==> src/rtl/muldiv_ctrl_pkg.sv <==
// Shared types for the multiply/divide sequencer: the op encoding from EX and the FSM state.
package muldiv_ctrl_pkg;

    localparam int XLEN = 32;

    typedef enum logic [2:0] {
        OP_NONE,
        OP_MUL,
        OP_DIV,
        OP_MADD,
        OP_MFHI,
        OP_MFLO,
        OP_MTHI,
        OP_MTLO
    } muldiv_op_t;

    typedef enum logic [1:0] {
        MD_IDLE,
        MD_MUL_BUSY,
        MD_DIV_BUSY
    } muldiv_state_t;

endpackage

==> src/rtl/muldiv_ctrl_div_iter.sv <==
// Restoring unsigned divider, one quotient bit per clock. Outputs show the state after the
// step taken on the coming edge, so the final bit is visible in the last busy cycle.
module muldiv_div_iter #(
    parameter int WIDTH = 32
) (
    input  logic             clock,
    input  logic             reset_n,
    input  logic             start,
    input  logic [WIDTH-1:0] dividend,
    input  logic [WIDTH-1:0] divisor,
    output logic [WIDTH-1:0] quotient,
    output logic [WIDTH-1:0] remainder
);

    logic [WIDTH-1:0] quo_q;
    logic [WIDTH-1:0] rem_q;
    logic [WIDTH-1:0] dvs_q;
    logic [WIDTH:0]   shifted;
    logic [WIDTH:0]   diff;

    always_comb begin
        shifted = {rem_q, quo_q[WIDTH-1]};
        diff    = shifted - {1'b0, dvs_q};
        // Top bit of diff is the borrow: restore when the trial subtract goes negative.
        if (!diff[WIDTH]) begin
            remainder = diff[WIDTH-1:0];
            quotient  = {quo_q[WIDTH-2:0], 1'b1};
        end else begin
            remainder = shifted[WIDTH-1:0];
            quotient  = {quo_q[WIDTH-2:0], 1'b0};
        end
    end

    always_ff @(posedge clock) begin
        if (!reset_n) begin
            quo_q <= '0;
            rem_q <= '0;
            dvs_q <= '0;
        end else if (start) begin
            quo_q <= dividend;
            rem_q <= '0;
            dvs_q <= divisor;
        end else begin
            quo_q <= quotient;
            rem_q <= remainder;
        end
    end

endmodule

==> src/rtl/muldiv_ctrl.sv <==
// Multi-cycle multiply/divide sequencer owning HI/LO. Fixed-latency multiply through a
// product shift register; iterative divide with sign fix-up and special cases handled here.
module muldiv_ctrl
    import muldiv_ctrl_pkg::*;
#(
    parameter int MUL_CYCLES = 3,
    parameter int DIV_BITS   = 32
) (
    input  logic            clock,
    input  logic            reset_n,
    input  logic            op_valid,
    input  muldiv_op_t      op,
    input  logic            is_signed,
    input  logic [XLEN-1:0] a,
    input  logic [XLEN-1:0] b,
    input  logic            flush,
    output logic            stall,
    output logic            busy,
    output logic [XLEN-1:0] result,
    output logic [XLEN-1:0] hi_o,
    output logic [XLEN-1:0] lo_o
);

    localparam int CNT_MAX = (MUL_CYCLES > DIV_BITS) ? MUL_CYCLES : DIV_BITS;
    localparam int CNT_W   = $clog2(CNT_MAX + 1);

    muldiv_state_t state, next_state;
    logic [CNT_W-1:0] cnt, cnt_nxt;
    logic [XLEN-1:0]  hi, lo, hi_nxt, lo_nxt;
    logic [XLEN-1:0]  a_q, b_q;
    logic             sgn_q, madd_q;

    logic op_req, accept, div_start;
    logic [2*XLEN-1:0] ext_a, ext_b, product;
    logic [MUL_CYCLES-1:0][2*XLEN-1:0] mul_pipe;
    logic [2*XLEN-1:0] mul_res;

    logic [XLEN-1:0] mag_a, mag_b, div_q, div_r, q_fix, r_fix, div_lo, div_hi;

    assign op_req    = op_valid && (op != OP_NONE);
    assign stall     = op_req && (state != MD_IDLE) && !flush;
    assign accept    = op_req && !stall && !flush;
    assign div_start = accept && (op == OP_DIV);
    assign busy      = (state != MD_IDLE);
    assign hi_o      = hi;
    assign lo_o      = lo;

    // Product of the accept-cycle operands enters the shift chain and emerges MUL_CYCLES later.
    assign ext_a   = is_signed ? {{XLEN{a[XLEN-1]}}, a} : {{XLEN{1'b0}}, a};
    assign ext_b   = is_signed ? {{XLEN{b[XLEN-1]}}, b} : {{XLEN{1'b0}}, b};
    assign product = ext_a * ext_b;
    assign mul_res = mul_pipe[MUL_CYCLES-1];

    always_ff @(posedge clock) begin
        mul_pipe[0] <= product;
        for (int i = 1; i < MUL_CYCLES; i++) mul_pipe[i] <= mul_pipe[i-1];
    end

    assign mag_a = (is_signed && a[XLEN-1]) ? -a : a;
    assign mag_b = (is_signed && b[XLEN-1]) ? -b : b;

    muldiv_div_iter #(.WIDTH(XLEN)) u_div (
        .clock     (clock),
        .reset_n   (reset_n),
        .start     (div_start),
        .dividend  (mag_a),
        .divisor   (mag_b),
        .quotient  (div_q),
        .remainder (div_r)
    );

    // Quotient negative when operand signs differ; remainder follows the dividend.
    assign q_fix = (sgn_q && (a_q[XLEN-1] ^ b_q[XLEN-1])) ? -div_q : div_q;
    assign r_fix = (sgn_q && a_q[XLEN-1]) ? -div_r : div_r;

    always_comb begin
        if (b_q == '0) begin
            div_lo = '1;
            div_hi = a_q;
        end else if (sgn_q && (a_q == 32'h8000_0000) && (b_q == '1)) begin
            div_lo = 32'h8000_0000;
            div_hi = '0;
        end else begin
            div_lo = q_fix;
            div_hi = r_fix;
        end
    end

    always_comb begin
        next_state = state;
        cnt_nxt    = '0;
        hi_nxt     = hi;
        lo_nxt     = lo;
        result     = '0;
        case (state)
            MD_IDLE: begin
                if (accept) begin
                    case (op)
                        OP_MUL, OP_MADD: next_state = MD_MUL_BUSY;
                        OP_DIV:          next_state = MD_DIV_BUSY;
                        OP_MTHI:         hi_nxt = a;
                        OP_MTLO:         lo_nxt = a;
                        OP_MFHI:         result = hi;
                        OP_MFLO:         result = lo;
                        default: ;
                    endcase
                end
            end
            MD_MUL_BUSY: begin
                if (flush) begin
                    next_state = MD_IDLE;
                end else if (cnt == CNT_W'(MUL_CYCLES - 1)) begin
                    next_state = MD_IDLE;
                    {hi_nxt, lo_nxt} = madd_q ? ({hi, lo} + mul_res) : mul_res;
                end else begin
                    cnt_nxt = cnt + CNT_W'(1);
                end
            end
            MD_DIV_BUSY: begin
                if (flush) begin
                    next_state = MD_IDLE;
                end else if (cnt == CNT_W'(DIV_BITS - 1)) begin
                    next_state = MD_IDLE;
                    hi_nxt     = div_hi;
                    lo_nxt     = div_lo;
                end else begin
                    cnt_nxt = cnt + CNT_W'(1);
                end
            end
            default: next_state = MD_IDLE;
        endcase
    end

    always_ff @(posedge clock) begin
        if (!reset_n) begin
            state  <= MD_IDLE;
            cnt    <= '0;
            hi     <= '0;
            lo     <= '0;
            a_q    <= '0;
            b_q    <= '0;
            sgn_q  <= 1'b0;
            madd_q <= 1'b0;
        end else begin
            state <= next_state;
            cnt   <= cnt_nxt;
            hi    <= hi_nxt;
            lo    <= lo_nxt;
            if (accept) begin
                a_q    <= a;
                b_q    <= b;
                sgn_q  <= is_signed;
                madd_q <= (op == OP_MADD);
            end
        end
    end

endmodule

==> config.mk <==
export PLATFORM = sky130hd
export DESIGN_NAME = muldiv_ctrl
export DESIGN_NICKNAME = d
export VERILOG_FILES = /design/src/rtl/muldiv_ctrl_pkg.sv /design/src/rtl/muldiv_ctrl_div_iter.sv /design/src/rtl/muldiv_ctrl.sv
export SDC_FILE = /design/constraint.sdc
export NUM_CORES = 2
export LEC_CHECK = 0
export CAP_MARGIN = 10
export CORE_ASPECT_RATIO = 1.2
export CORE_MARGIN = 5
export CORE_UTILIZATION = 40
export DETAILED_ROUTE_END_ITERATION = 10
export GPL_ROUTABILITY_DRIVEN = 0
export HOLD_SLACK_MARGIN = 0.08
export PLACE_DENSITY = 0.54
export SETUP_SLACK_MARGIN = 0.3
export SYNTH_ARGS = -nofsm -noshare
export SYNTH_HDL_FRONTEND = slang
export SYNTH_SLANG_ARGS = --single-unit
==> constraint.sdc <==
create_clock -name clock -period 10.3 [get_ports clock]
set_clock_uncertainty 0.1 [all_clocks]
set_input_delay 1.545 -clock clock [delete_from_list [all_inputs] [get_ports clock]]
set_output_delay 1.545 -clock clock [all_outputs]
set_load 0.03 [all_outputs]
Word level (Yosys, flattened, before mapping). Index checks and enable logic that the tools add are counted.

Register bits: 426. Bits in latches: 0. Memory bits (writable): 0. Bits in read-only memories: 0. Bits of input ports: 72. Output and inout bits: 98. Logic and storage cells: 114. Memories: 0.

Add/sub/neg operators: 7. $mul: 1. Div/mod/pow operators: 0. Magnitude comparators: 0. Eq/ne operators: 23. Shifts and indexed selects: 0. Muxes and demuxes: 43. Bitwise logic cells: 2. Reduce and logical (&&, ||, !) cells: 24.

Operator list (count): 32-bit two-way mux (24); 64-bit two-way mux (3); 32-bit one-hot mux with 3 select lines (2); 32-bit negation (4); 64-bit adder (1); 32-bit == test (second input constant) (2); 64-bit by 64-bit multiplier with 64-bit output (1); 32-bit one-hot mux with 2 select lines (1); 33-bit by 32-bit subtractor with 33-bit output (1); 32-bit logical NOT (1); 6-bit two-way mux (4); 7-bit AND reduction (2); 3-bit == test (second input constant) (4); 1-bit logical AND (12); 6-bit one-hot mux with 2 select lines (1); 2-bit two-way mux (5); 2-bit inequality test (second input constant) (5); 6-bit by 1-bit adder with 6-bit output (second input constant) (1); 3-bit by 2-bit == test with 1-bit output (second input constant) (2); 6-bit by 2-bit == test with 1-bit output (second input constant) (1); 6-bit by 5-bit == test with 1-bit output (second input constant) (1); 3-bit inequality test (second input constant) (2); 2-bit one-hot mux with 3 select lines (1); 3-bit nonzero test (2); other kinds (14) (17).

Logic depth before layout (Yosys ltp).
Word-level depth: 9. Gate-level depth with buffers: 37. Mapped depth without buffers: 33.

By module. A second synthesis with hierarchy kept.

Cell total of the unflattened synthesis: 7985. Area total of the unflattened synthesis: 71745.1 sq um.

By module, submodules not included: muldiv_ctrl (times used 1, cells an instance 7366, area each 65902.0 sq um, seq. area each 6606.3 sq um); muldiv_div_iter (times used 1, cells an instance 619, area each 5843.1 sq um, seq. area each 1921.8 sq um).

Least setup slack after synthesis. Ideal clock, no wire load.

Path type: input -> register. From: in a[31]. To: reg mul_pipe[63] (netlist bit). Setup time: 123 ps. Data arrival time: 10581 ps. Required time: 10077 ps. Path slack: -505 ps. Stages: 33. Buffers on the path: 4. Cell sequence: and2_1 > clkbuf_1 > clkbuf_1 > buf_1 > nand2_1 > fa_1 > inv_1 > fa_1 > fa_1 > inv_1 > fa_1 > inv_1 > fa_1 > fa_1 > fa_1 > fa_1 > fa_1 > inv_1 > fa_1 > inv_1 > ha_1 > clkbuf_1 > a21o_1 > a21o_1 > a21o_1 > a21o_1 > a21oi_1 > nor2b_1 > o21ai_0 > nand2b_1 > a221oi_1 > o21bai_1 > xor2_1.

Longest elaborated chain between the ends: 2.

Ends and longest elaborated chain: start: declaration (RTL line muldiv_ctrl.sv:14) `input logic [XLEN-1:0] a,`; 64-bit two-way mux (RTL line muldiv_ctrl.sv:49) `assign ext_a = is_signed ? {{XLEN{a[XLEN-1]}}, a} : {{XLEN{1'b0}}, a};`; 64-bit by 64-bit multiplier with 64-bit output (RTL line muldiv_ctrl.sv:51) `assign product = ext_a * ext_b;`; named net product[63] (RTL line muldiv_ctrl.sv:34) `logic [2*XLEN-1:0] ext_a, ext_b, product;`; end: declaration (RTL line muldiv_ctrl.sv:35) `logic [MUL_CYCLES-1:0][2*XLEN-1:0] mul_pipe;`.

The timed path passes the listed nets, and every way through them passes these cells. A chain may end at the register's enable or synchronous reset.

Final worst setup path.
From: in a[20]. To: reg mul_pipe[62] (netlist bit).

The elaborated chain is that of the path after synthesis.

==> impl_metrics.tcl <==
set metrics [dict create \
    dominant_cell_by_count_in_the_synthesized_netlist "sky130_fd_sc_hd__inv_1" \
    reg2regPathDepth 24 \
    worstHoldPathType "register to register" \
    clk_transition_reported_paths_ps 70 \
    core_sq_um 178000 \
    timing.final.max_slew_violations 0 \
    top_level_ports 170 \
    route.detailed.drc 0 \
    dr.pass1.iters 6 \
    critPathArrivalTime_ps 10240 \
    synthTopCellsByArea "sky130_fd_sc_hd__fa_1 40%, sky130_fd_sc_hd__dfxtp_1 12%, sky130_fd_sc_hd__inv_1 8.3%" \
    critPathTopFamily "adder cells" \
    fp.dieW_microns 396 \
    numCtsBuffers 43 \
    design.final.nets 10300 \
    slew_headroom 0.227 \
    synth_enable_flop_cells 0 \
    post-synth-top-area-fraction 0.397 \
    cts_max_path_buffers 3 \
    critical_path.startpoint_type "primary input" \
    synth_top_flop_cell "sky130_fd_sc_hd__dfxtp_1" \
    cts.sink_count 426 \
    h-tree-depth 2 \
    worst_r2r_src "u_div.quo_q[31]$_SDFF_PN0_" \
    tritoncts "done" \
    timing.hold.worst_endpoint "mul_pipe[95]$_DFF_P_" \
    hold_start "mul_pipe[31]$_DFF_P_" \
    outcome "complete, no violations" \
    async_reset_ff_frac 0 \
    synth_largest_area_cell "sky130_fd_sc_hd__fa_1" \
    routedWlPerCell_microns 24.6 \
    setup_repair_after_global_routing_missed_its_margin "yes" \
    numPortBuffers 169 \
    crit_fanout 16 \
    synth_seq_cells 426 \
    maxCapViolCount 0 \
    mappedNetlistNets 9856 \
    critical_path.slowest_cell "sky130_fd_sc_hd__fa_1" \
    area_growth_syn_to_layout_pct 13.6 \
    critical-path-top-cell-by-count "sky130_fd_sc_hd__fa_1" \
    synth_common_cells "1,584 x sky130_fd_sc_hd__inv_1, 1,421 x sky130_fd_sc_hd__fa_1, 904 x sky130_fd_sc_hd__nand2_1, 604 x sky130_fd_sc_hd__and2_1, 426 x sky130_fd_sc_hd__dfxtp_1" \
    syn-cell-area_sq_um 71600 \
    synth_cell_type_count 95 \
    chipHeight_microns 473 \
    postRouteAntennaNets 0 \
    critPathLaunch "a[20]" \
    min_path_cells 0 \
    timing.setup.critical_path_class "primary input to register" \
    hpwlAfterDp_mm 223 \
    max_clock_freq_ghz 0.102 \
    timing.critical_path.required_ps 10740 \
    synthesis.area_per_instance_sq_um 9.00 \
    via_count_of_the_first_global_routing_pass 61300 \
    pin_count_of_the_biggest_net_entering_global_routing 99 \
    worst-slew-pin-transition_ps 1160 \
    numPlacedInstances 10600 \
    final-instance-count-excl-fill 10700 \
    setup_viol 0 \
    drt_first_iter_violations 4878 \
    antenna_found_initial 22 \
    routed_wl_mm 263 \
    cpPeakStageDelay_ps 580 \
    synth_sequential_area_ratio 0.119 \
    ys_warn_count 0 \
    start_util 0.401 \
    cts-hold-fix-buffers 0 \
    place_ws_ps -863 \
    crit_path_end_kind "register" \
    ff2ff_setup_slack_ps 2860 \
    drive_above_1_share 0.106 \
    die_area_sq_um 188000 \
    fin_setup_tns_ps 0 \
    finalWorstPathRequiredPeriod_ps 9800 \
    vias 57600 \
    insertion_delay_ps 620 \
    std_cell_rows 170 \
    finalCritPeriodShare 0.951 \
    rr_endpoint "hi_o[28]$_SDFFE_PN0P_" \
    critical_path.n_buffers_inverters 8 \
    grt_use_total 0.280 \
    final.setup.worst_slack_ps 500 \
    syn-instance-count 7950 \
    grt_first_pass_wirelength_mm 392 \
    route.detailed.vias_per_inst 5.38 \
    finalHoldViolations 0 \
    cts-root-buf "sky130_fd_sc_hd__clkbuf_16" \
    overflow 0 \
]
[logic make-up (layout without fill, tap and decap cells)]
family | count (synthesis) | count (layout) | synth area share
and+or+nand+nor | 2170 | 2170 | 0.149
other | 0 | 15 | 0
adders and majority gates | 1837 | 1837 | 0.470
muxes | 60 | 60 | 0.00902
buffers and inverters | 2028 | 2457 | 0.107
DFF | 426 | 426 | 0.119
AOI/OAI and AO/OA | 1112 | 1112 | 0.107
xor gates and xnor gates | 317 | 317 | 0.0388
[flip-flops by register name (all words and copies together), names as in the netlist]
signal and count:
mul_pipe 128, mul_res 64, a_q 32, b_q 32
hi_o 32, lo_o 32, u_div.dvs_q 32, u_div.quo_q 32
u_div.rem_q 32, cnt 6, state 2, madd_q 1
sgn_q 1
[worst max-delay path by stage]
stage / endpoint / slack, ps / cells after the start
2_1_floorplan: mul_pipe[63]$_DFF_P_ / 290 / 35
3_3_place_gp: mul_pipe[57]$_DFF_P_ / -790 / 33
3_5_place_dp: mul_pipe[63]$_DFF_P_ / -860 / 32
4_1_cts: mul_pipe[63]$_DFF_P_ / 300 / 36
5_1_grt: mul_pipe[59]$_DFF_P_ / 300 / 34
6_report: mul_pipe[62]$_DFF_P_ / 500 / 31
[placed cells by master, fill, tap and decap left out, drive strengths merged, types with 103 or more instances in the layout]
master | synthesis | layout
o21ai | 203 | 203
xnor2 | 214 | 214
xor2 | 103 | 103
nand2 | 905 | 905
clkdlybuf4s50 | 0 | 112
fa | 1421 | 1421
a21oi | 262 | 262
ha | 413 | 413
buf | 61 | 670
dfxtp | 426 | 426
a21o | 109 | 109
inv | 1585 | 1586
and2 | 604 | 604
nor2 | 261 | 261
[metal layers]
metal,track usage,share of wire,vias up
met5,0,0.00022,-
li1,-,-,25400
met4,0.170,0.077,8
met1,0.328,0.37,29400
met2,0.492,0.49,2231
met3,0.0315,0.060,677
[final cells by class]
| type | instances | area, sq um |
|---|---|---|
| Clock buffer | 55 | 1200 |
| Antenna cell | 15 | 37.5 |
| Inverter | 1590 | 5970 |
| Timing Repair Buffer | 794 | 6860 |
| Multi-Input combinational cell | 5496 | 55600 |
| Clock inverter | 18 | 259 |
| Sequential cell | 426 | 8530 |
| Tap cell | 2322 | 2910 |
| Fill cell | 17500 | 97100 |
[timing repair]
item | in CTS | in global routing
resized for setup | 4 | 46
buffers inserted | 0 | 9
endpoints found under the setup margin | 6 | 18
pin swaps | 0 | 21
gates cloned | 0 | 4
[per-stage QoR]
stage | hold slack (ps) | cell area (sq um) | utilization
global route | 196 | 81300 | 0.456
global placement | 212 | 79500 | 0.445
CTS | 186 | 81000 | 0.454
finish | 192 | 81300 | 0.456
detailed placement | 212 | 79500 | 0.445
floorplan | 210 | 71600 | -
Power is not shown: default switching activity piles up to over one toggle a cycle in this logic, so the estimate is an artifact.
